[config.mk]
export PLATFORM = sky130hd
export DESIGN_NAME = mul_arbiter
export DESIGN_NICKNAME = d
export VERILOG_FILES = /design/src/rtl/mul_arb_pkg.sv /design/src/rtl/rr_arbiter2.sv /design/src/rtl/mul_arbiter.sv
export SDC_FILE = /design/constraint.sdc
export NUM_CORES = 1
export LEC_CHECK = 0
export BUFFER_PORTS_ARGS = -buffer_cell sky130_fd_sc_hd__buf_4
export CORE_AREA = 5 5 127 129
export CTS_CLUSTER_SIZE = 40
export DETAILED_ROUTE_END_ITERATION = 10
export DIE_AREA = 0 0 132 134
export PLACE_DENSITY = 0.82
export SETUP_SLACK_MARGIN = 0.4
export SLEW_MARGIN = 15
export SYNTH_ARGS = -nofsm -noshare
export SYNTH_HDL_FRONTEND = slang
export SYNTH_SLANG_ARGS = --single-unit
[constraint.sdc]
create_clock -name clk -period 1.9 [get_ports clk]
set_input_delay 0.095 -clock clk [delete_from_list [all_inputs] [get_ports clk]]
set_output_delay 0.095 -clock clk [all_outputs]
set_load 0.01 [all_outputs]
[src/rtl/mul_arb_pkg.sv]
// mul_arb_pkg
//   Shared definitions for the two-requester multiplier arbiter: FSM state
//   encoding, operand/result widths, wait-counter width and the default
//   abort timeout.
package mul_arb_pkg;

  localparam int OPERAND_W       = 32;
  localparam int RESULT_W        = 64;
  localparam int CNT_W           = 7;
  localparam int TIMEOUT_DEFAULT = 100;

  typedef enum logic [1:0] {
    ST_IDLE  = 2'd0,
    ST_RUN   = 2'd1,
    ST_CLEAR = 2'd2
  } arb_state_e;

endpackage

[src/rtl/rr_arbiter2.sv]
// rr_arbiter2
//   Two-way round-robin grant logic. Grants are combinational; the
//   last-grant pointer only moves when the granted request is accepted.
// Ports:
//   clk, reset  - clock, synchronous active-high reset
//   req[1:0]    - request lines (already qualified by the caller)
//   accept      - the current grant was taken this cycle
//   grant[1:0]  - one-hot (or zero) grant
module rr_arbiter2 (
  input  logic       clk,
  input  logic       reset,
  input  logic [1:0] req,
  input  logic       accept,
  output logic [1:0] grant
);

  // 1 means requester 1 was granted last, so requester 0 wins the next tie.
  logic last_grant_reg;

  always_comb begin
    grant    = 2'b00;
    grant[0] = req[0] & (~req[1] | last_grant_reg);
    grant[1] = req[1] & (~req[0] | ~last_grant_reg);
  end

  always_ff @(posedge clk) begin
    if (reset) begin
      last_grant_reg <= 1'b1;
    end else if (accept) begin
      last_grant_reg <= grant[1];
    end
  end

endmodule

[src/rtl/mul_arbiter.sv]
// mul_arbiter
//   Shares one iterative multiplier between two requesters. An accepted
//   operation drives mul_op_start until the multiplier reports done (or the
//   wait counter expires), then a single CLEAR cycle pulses mul_op_clear
//   before the next request can be taken.
// Ports:
//   clk, reset                       - clock, synchronous active-high reset
//   reqN_valid/ready/multiplier/
//   reqN_multiplicand                - requester N handshake and operands
//   resp_valid/id/result/error       - response pulse, owner, product, abort
//   mul_multiplier/multiplicand      - operands to the shared multiplier
//   mul_op_start/mul_op_clear        - start level / clear pulse
//   mul_op_done/mul_result           - multiplier done level and product
//   busy                             - high whenever not IDLE
module mul_arbiter
  import mul_arb_pkg::*;
#(
  parameter int TIMEOUT = TIMEOUT_DEFAULT
) (
  input  logic                 clk,
  input  logic                 reset,
  input  logic                 req0_valid,
  output logic                 req0_ready,
  input  logic [OPERAND_W-1:0] req0_multiplier,
  input  logic [OPERAND_W-1:0] req0_multiplicand,
  input  logic                 req1_valid,
  output logic                 req1_ready,
  input  logic [OPERAND_W-1:0] req1_multiplier,
  input  logic [OPERAND_W-1:0] req1_multiplicand,
  output logic                 resp_valid,
  output logic                 resp_id,
  output logic [RESULT_W-1:0]  resp_result,
  output logic                 resp_error,
  output logic [OPERAND_W-1:0] mul_multiplier,
  output logic [OPERAND_W-1:0] mul_multiplicand,
  output logic                 mul_op_start,
  output logic                 mul_op_clear,
  input  logic                 mul_op_done,
  input  logic [RESULT_W-1:0]  mul_result,
  output logic                 busy
);

  localparam logic [CNT_W-1:0] TIMEOUT_LAST = CNT_W'(TIMEOUT - 1);

  arb_state_e       state_reg;
  logic [CNT_W-1:0] cnt_reg;
  logic             op_id_reg;

  logic [1:0] valid_vec;
  logic [1:0] arb_req;
  logic [1:0] grant_vec;
  logic [1:0] ready_vec;
  logic       arb_open;
  logic       accept;
  logic       accept_id;
  logic [OPERAND_W-1:0] sel_multiplier;
  logic [OPERAND_W-1:0] sel_multiplicand;

  assign valid_vec = {req1_valid, req0_valid};

  // Ready is withheld while reset is asserted so every output reads 0 then.
  assign arb_open = (state_reg == ST_IDLE) && !reset;

  genvar gi;
  generate
    for (gi = 0; gi < 2; gi++) begin : g_req
      assign arb_req[gi]   = valid_vec[gi] & arb_open;
      assign ready_vec[gi] = grant_vec[gi];
    end
  endgenerate

  rr_arbiter2 u_rr (
    .clk    (clk),
    .reset  (reset),
    .req    (arb_req),
    .accept (accept),
    .grant  (grant_vec)
  );

  assign req0_ready = ready_vec[0];
  assign req1_ready = ready_vec[1];

  assign accept    = |(valid_vec & ready_vec);
  assign accept_id = ready_vec[1];

  assign sel_multiplier   = accept_id ? req1_multiplier   : req0_multiplier;
  assign sel_multiplicand = accept_id ? req1_multiplicand : req0_multiplicand;

  always_ff @(posedge clk) begin
    if (reset) begin
      state_reg        <= ST_IDLE;
      cnt_reg          <= '0;
      op_id_reg        <= 1'b0;
      resp_valid       <= 1'b0;
      resp_id          <= 1'b0;
      resp_result      <= '0;
      resp_error       <= 1'b0;
      mul_multiplier   <= '0;
      mul_multiplicand <= '0;
      mul_op_start     <= 1'b0;
      mul_op_clear     <= 1'b0;
      busy             <= 1'b0;
    end else begin
      resp_valid <= 1'b0;
      case (state_reg)
        ST_IDLE: begin
          if (accept) begin
            mul_multiplier   <= sel_multiplier;
            mul_multiplicand <= sel_multiplicand;
            op_id_reg        <= accept_id;
            cnt_reg          <= '0;
            mul_op_start     <= 1'b1;
            busy             <= 1'b1;
            state_reg        <= ST_RUN;
          end
        end

        ST_RUN: begin
          // Done is checked first so a done arriving on the last wait
          // cycle still produces a good result.
          if (mul_op_done) begin
            resp_result  <= mul_result;
            resp_error   <= 1'b0;
            resp_id      <= op_id_reg;
            resp_valid   <= 1'b1;
            mul_op_start <= 1'b0;
            mul_op_clear <= 1'b1;
            state_reg    <= ST_CLEAR;
          end else if (cnt_reg == TIMEOUT_LAST) begin
            resp_result  <= '0;
            resp_error   <= 1'b1;
            resp_id      <= op_id_reg;
            resp_valid   <= 1'b1;
            mul_op_start <= 1'b0;
            mul_op_clear <= 1'b1;
            state_reg    <= ST_CLEAR;
          end else begin
            cnt_reg <= cnt_reg + 1'b1;
          end
        end

        ST_CLEAR: begin
          mul_op_clear <= 1'b0;
          busy         <= 1'b0;
          state_reg    <= ST_IDLE;
        end

        default: begin
          mul_op_start <= 1'b0;
          mul_op_clear <= 1'b0;
          busy         <= 1'b0;
          state_reg    <= ST_IDLE;
        end
      endcase
    end
  end

endmodule

# Word-level counts from Yosys, hierarchy flattened

Index checks and enable logic that the tools add are counted.

Register bits: 145
Input bits: 197
Output and inout port bits: 136
Logic and storage cells: 73

$add $sub $neg: 1
Eq/ne operators: 7
Mux-type cells: 25
Bitwise gates (word level): 13
Reduce and logical (&&, ||, !) cells: 14

Operators by type and width:

| operator              | number |
|---|---|
| $mux W64              | 2 |
| $mux W32              | 2 |
| $mux W7               | 3 |
| $pmux W7 S2           | 1 |
| $mux W1               | 10 |
| $reduce_and A2 Y1     | 5 |
| $add A7 B1 Y7 const B | 1 |
| $eq A7 B7 Y1 const B  | 1 |
| $mux W2               | 3 |
| $ne A2 B2 Y1 const B  | 3 |
| $not A1 Y1            | 6 |
| $and A1 B1 Y1         | 4 |
| $pmux W1 S2           | 2 |
| $pmux W2 S2           | 1 |
| $reduce_and A4 Y1     | 1 |
| $reduce_bool A2 Y1    | 2 |
| $reduce_or A2 Y1      | 2 |
| $ne A3 B3 Y1 const B  | 1 |
| $pmux W1 S3           | 1 |
| $reduce_and A3 Y1     | 1 |
| $and A2 B2 Y2         | 1 |
| $eq A2 B1 Y1 const B  | 1 |
| $eq A2 B2 Y1 const B  | 1 |
| $logic_not A2 Y1      | 1 |
| 3 further kinds       | 4 |

# Logic depth before layout (Yosys ltp)

Depth after elaboration: 10
Mapped depth: 8

# Modules after synthesis

A second synthesis with hierarchy kept.

Cell total of the unflattened synthesis: 517
Area total of the unflattened synthesis: 5522.8 um^2

Modules (own cells, without submodules):

| module      | times used | cells an instance | area an instance (um^2) | seq. area each (um^2) |
|---|---|---|---|---|
| mul_arbiter | 1          | 511               | 5469.0                  | 2882.8 |
| rr_arbiter2 | 1          | 6                 | 53.8                    | 20.0 |

# Worst setup path before layout

OpenSTA, ideal clock, no wires.

Path kind: reg-to-reg
Start: register cnt_reg[0]
End: register resp_result[0]
Arrival time: 1.548 ns
Data required time: 1.841 ns
Setup slack: 0.293 ns
Cell stages (with the launch flop): 7
Clock period less this slack: 1.607 ns
Cell sequence: dfxtp_1 -> ha_1 -> and2_1 -> a21o_2 -> a21oi_4 -> buf_6 -> a22o_1

Cells in the longest elaborated chain, start to end: 3

RTL lines:

| what                         | line               | text |
|---|---|---|
| from (decl)                  | mul_arbiter.sv:46  | `logic [CNT_W-1:0] cnt_reg;` |
| from (signal assigned)       | mul_arbiter.sv:138 | `cnt_reg <= cnt_reg + 1'b1;` |
| $eq A7 B7 Y1                 | mul_arbiter.sv:129 | `end else if (cnt_reg == TIMEOUT_LAST) begin` |
| $reduce_bool A2 Y1 (no line) | n/a                |  |
| $reduce_and A2 Y1 (no line)  | n/a                |  |
| to (signal assigned)         | mul_arbiter.sv:122 | `resp_result <= mul_result;` |
| to (decl)                    | mul_arbiter.sv:32  | `output logic [RESULT_W-1:0] resp_result,` |

Every way passes these cells.
A chain may end at the register's enable or synchronous reset.

# Final worst setup path

Start: register state_reg[1]
End: register mul_multiplier[11]

Cells in the longest elaborated chain, start to end: 9
Elaborated cells between the ends (all ways): 14

RTL lines:

| what                                    | line                                  | text |
|---|---|---|
| from (decl)                             | mul_arbiter.sv:45                     | `arb_state_e state_reg;` |
| from (signal assigned)                  | mul_arbiter.sv:91                     | `state_reg <= ST_IDLE;` |
| from (signal assigned)                  | mul_arbiter.sv:114                    | `state_reg <= ST_RUN;` |
| from (signal assigned)                  | mul_arbiter.sv:128                    | `state_reg <= ST_CLEAR;` |
| $logic_not A2 Y1 *                      | mul_arbiter.sv:62, mul_arbiter.sv:105 |  |
| $logic_and A1 B1 Y1                     | mul_arbiter.sv:62                     | `assign arb_open = (state_reg == ST_IDLE) && !reset;` |
| $and A1 B1 Y1                           | mul_arbiter.sv:67                     | `assign arb_req[gi] = valid_vec[gi] & arb_open;` |
| $not A1 Y1, on equally long branches    | rr_arbiter2.sv:22, rr_arbiter2.sv:23  |  |
| $or A1 B1 Y1, on equally long branches  | rr_arbiter2.sv:22, rr_arbiter2.sv:23  |  |
| $and A1 B1 Y1, on equally long branches | rr_arbiter2.sv:22, rr_arbiter2.sv:23  |  |
| $and A2 B2 Y2                           | mul_arbiter.sv:83                     | `assign accept = \|(valid_vec & ready_vec);` |
| $reduce_or A2 Y1                        | mul_arbiter.sv:83                     |  |
| $reduce_and A2 Y1 (no line)             | n/a                                   |  |
| to (signal assigned)                    | mul_arbiter.sv:108                    | `mul_multiplier <= sel_multiplier;` |
| to (decl)                               | mul_arbiter.sv:34                     | `output logic [OPERAND_W-1:0] mul_multiplier,` |

Mark *: on every way between the ends. The rest lies on a longest branch, timed or not.

==> results.md <==
* Status: finished, final reports clean
* I/O pins at 333
* Largest net degree at the start of global routing at 79
* Hold crit path type: in -> reg
* FF-to-FF path depth at 7
* Peak fanout along the critical path at 7
* Post-synth top area share at 0.530
* Post-Syn Area at 0.00548 mm^2
* Mapped Nets at 783
* Ys Warns at 0
* CTS tree: yes
* CTS Buf Count at 17
* Slew HR at 0.189
* Die Width at 132 um
* Sequential share of the synthesized area at 0.530
* Peak supply drop at 0.656 mV
* GRT Util Overall at 0.312
* Setup TNS at 0 ns
* CTS sink count at 145
* R2r endpoint: mul_multiplier[11]
* Biggest regs: resp_result: 64 flops, mul_multiplicand: 32 flops, mul_multiplier: 32 flops
* Core area at 0.0149 mm^2
* IO buf count at 332
* Least-Margin Pin Slew at 1.22 ns
* Post-DP HPWL at 14300 um
* Worst Path Arrival at 2.07 ns
* Met2 wire len at 16900 um
* MaxCap Viol Count at 0
* Post-DRT Antenna Nets at 0
* Starting density of the core at 0.367
* Via count at 7784
* Most flop-heavy register: resp_result
* Flop-to-flop setup slack at 0.14 ns
* Core Util, Final at 0.834
* Worst Hold Endpoint: mul_multiplier[30]
* Die span in y at 134 um
* Area Overhead vs Synth at 127%
* GP Congestion at 0.802
* Leak pwr at 5.65 nW
* Max reg flops at 64
* Max H-tree Level at 4
* CP required at 2.20 ns
* Gr ovfl total at 0
* Placement Rows at 45
* DRT Wirelength at 34300 um
* Place WS at 0.151 ns
* CTS Root Cell: clkbuf_16
* Slew Viols, Final at 0
* Remaining routing DRC violations at 0
* Via density at 5.75
* Nets at 1345
* Synth Area per Inst at 9.36 um^2
* Hold Crit Depth at 3
* Max Buffers Root-to-Sink at 2
* First DRT Iteration DRCs at 531
* Area leader, netlist: dfxtp_1
* Final Cycle Share at 0.929
* Top Metal Used: met4
* Top cells by area, synth: dfxtp_1 53%, a311oi_1 11%, a22o_1 10%
* Pre-Repair DR Iteration Count at 5
* #FFs+latches synth at 145
* RSZ-0062 raised after global routing: yes
* Nature of the critical path startpoint: register
* Ys async rst share at 0
* Min Tclk post-route at 1.76 ns
* Full die area at 0.0177 mm^2
* Syn Inst Count at 585
* Fin Clk Skew at 0.00990 ns
* First-pass GRT wire length at 43900 um
* Peak Freq at 567 MHz
* Reg2reg start: state_reg[1]
* Pwr dens at 724 mW/mm^2
* Clock Latency Late Sink at 0.43 ns
* Routed wl met3 at 3010 um
* Metal1 wirelength at 11700 um
* Share of layout cells above drive strength 1 at 0.516
* Main synth FF type: dfxtp_1
* Final count of negative-setup-slack endpoints at 0
* Critical path class: reg -> reg
* Endpoint class of the critical path: register
* Worst setup margin at 0.136 ns
* Vias in the first global route at 7676
* Wire length per cell at 25.3 um
* Initial antenna violation count at 4
* Post-synth EDFFs at 0
* Clk slew on worst S/H paths at 0.07 ns
* Final-report hold violation count at 0
* Synth cell types at 38
* Hold Crit Start: req1_multiplier[30]
==> layer usage <==
layer | vias to the layer above | GRT usage
met5 | - | 0
met4 | 0 | 0.138
met3 | 203 | 0.0893
met2 | 657 | 0.554
met1 | 3665 | 0.345
li1 | 3259 | -
==> critical path, stage by stage (launching register included) <==
cell and delay [ns]:
dfxtp_4 0.36, nor3_4 0.21, nand3_2 0.16, inv_4 0.14, buf_6 0.15, buf_16 0.15, nand2_2 0.09, a311oi_1 0.38
==> layout by cell type, fill, tap and decap left out, types with 15 or more instances in the layout <==
cell type / count
a22o_1: 64
a311oi_2: 55
buf_4: 359
clkbuf_16: 24
dfxtp_1: 137
dlygate4sd3_1: 187
nand2_1: 71
nand2_4: 51
nor2_1: 48
nor2_2: 15
==> cells in the mapped netlist (all sizes together) (2+ instances only) <==
| master | number |
|---|---|
| a21o | 2 |
| a21oi | 11 |
| a22o | 64 |
| a311oi | 66 |
| a31oi | 3 |
| buf | 26 |
| clkbuf | 25 |
| dfxtp | 145 |
| inv | 3 |
| nand2 | 133 |
| nand2b | 6 |
| nand3 | 9 |
| nor2 | 66 |
| nor2b | 3 |
| nor3 | 6 |
| o21ai | 3 |
==> timing repair <==
item                                   CTS  global route
pin swaps                                8           129
gates cloned                            10             8
setup endpoints to repair              137           140
hold buffers                           185             2
endpoints found under the hold margin  132             6
resized for setup                       41           212
buffers inserted                        23            15
==> cells by family (layout without fill, tap and decap cells) <==
logic type               Yosys count  count (layout)  share of synthesized area
multiplexers                       1               1                    0.00183
AO/OA/AOI/OAI                    155             155                      0.238
adder cells (fa/ha/maj)            1               1                    0.00228
other                              0               5                          0
buffers and inverters             54             628                     0.0553
AND/OR/NAND/NOR                  229             230                      0.173
flip-flops                       145             145                      0.530
==> how the worst max path moves through the flow <==
stage | slack [ns] | to | cells past startpoint | start
after CTS | 0.26 | req1_ready | 6 | state_reg[0]
after detailed placement | 0.15 | mul_multiplicand[12] | 6 | state_reg[1]
after global routing | 0.12 | mul_multiplier[11] | 7 | state_reg[1]
after floorplan | 0.40 | resp_result[0] | 6 | cnt_reg[0]
final | 0.14 | mul_multiplier[11] | 7 | state_reg[1]
after global placement | 0.22 | mul_multiplier[4] | 5 | state_reg[1]
==> where the power goes <==
part	switching, mW	internal [mW]
Clock	1.52	1.98
Sequential	0.132	3.21
Combinational	0.985	1.19
==> through the flow <==
| step | power, mW | hold slack (ns) | instance area (um^2) | instances |
|---|---|---|---|---|
| after CTS | 8.46 | -0.0607 | 11200 | 1323 |
| after floorplan | 3.85 | 0.192 | 5490 | 585 |
| final | 9.01 | 0.00734 | 12400 | 1353 |
| after global routing | 9.23 | 0.00797 | 12400 | 1352 |
| after detailed placement | 4.58 | 0.316 | 8200 | 1073 |
| after global placement | 4.56 | 0.310 | 8200 | 1073 |
==> area by class of cell <==
| type | count | area (um^2) |
|---|---|---|
| timing repair buffer | 593 | 5480 |
| multi-input combinational | 387 | 3180 |
| sequential | 145 | 2930 |
| fill | 709 | 2480 |
| clock buffer | 17 | 425 |
| tap | 188 | 235 |
| clock inverter | 15 | 173 |
| inverter | 3 | 16.3 |
| antenna | 5 | 12.5 |
Note: power is estimated with default switching activity, not from simulation.
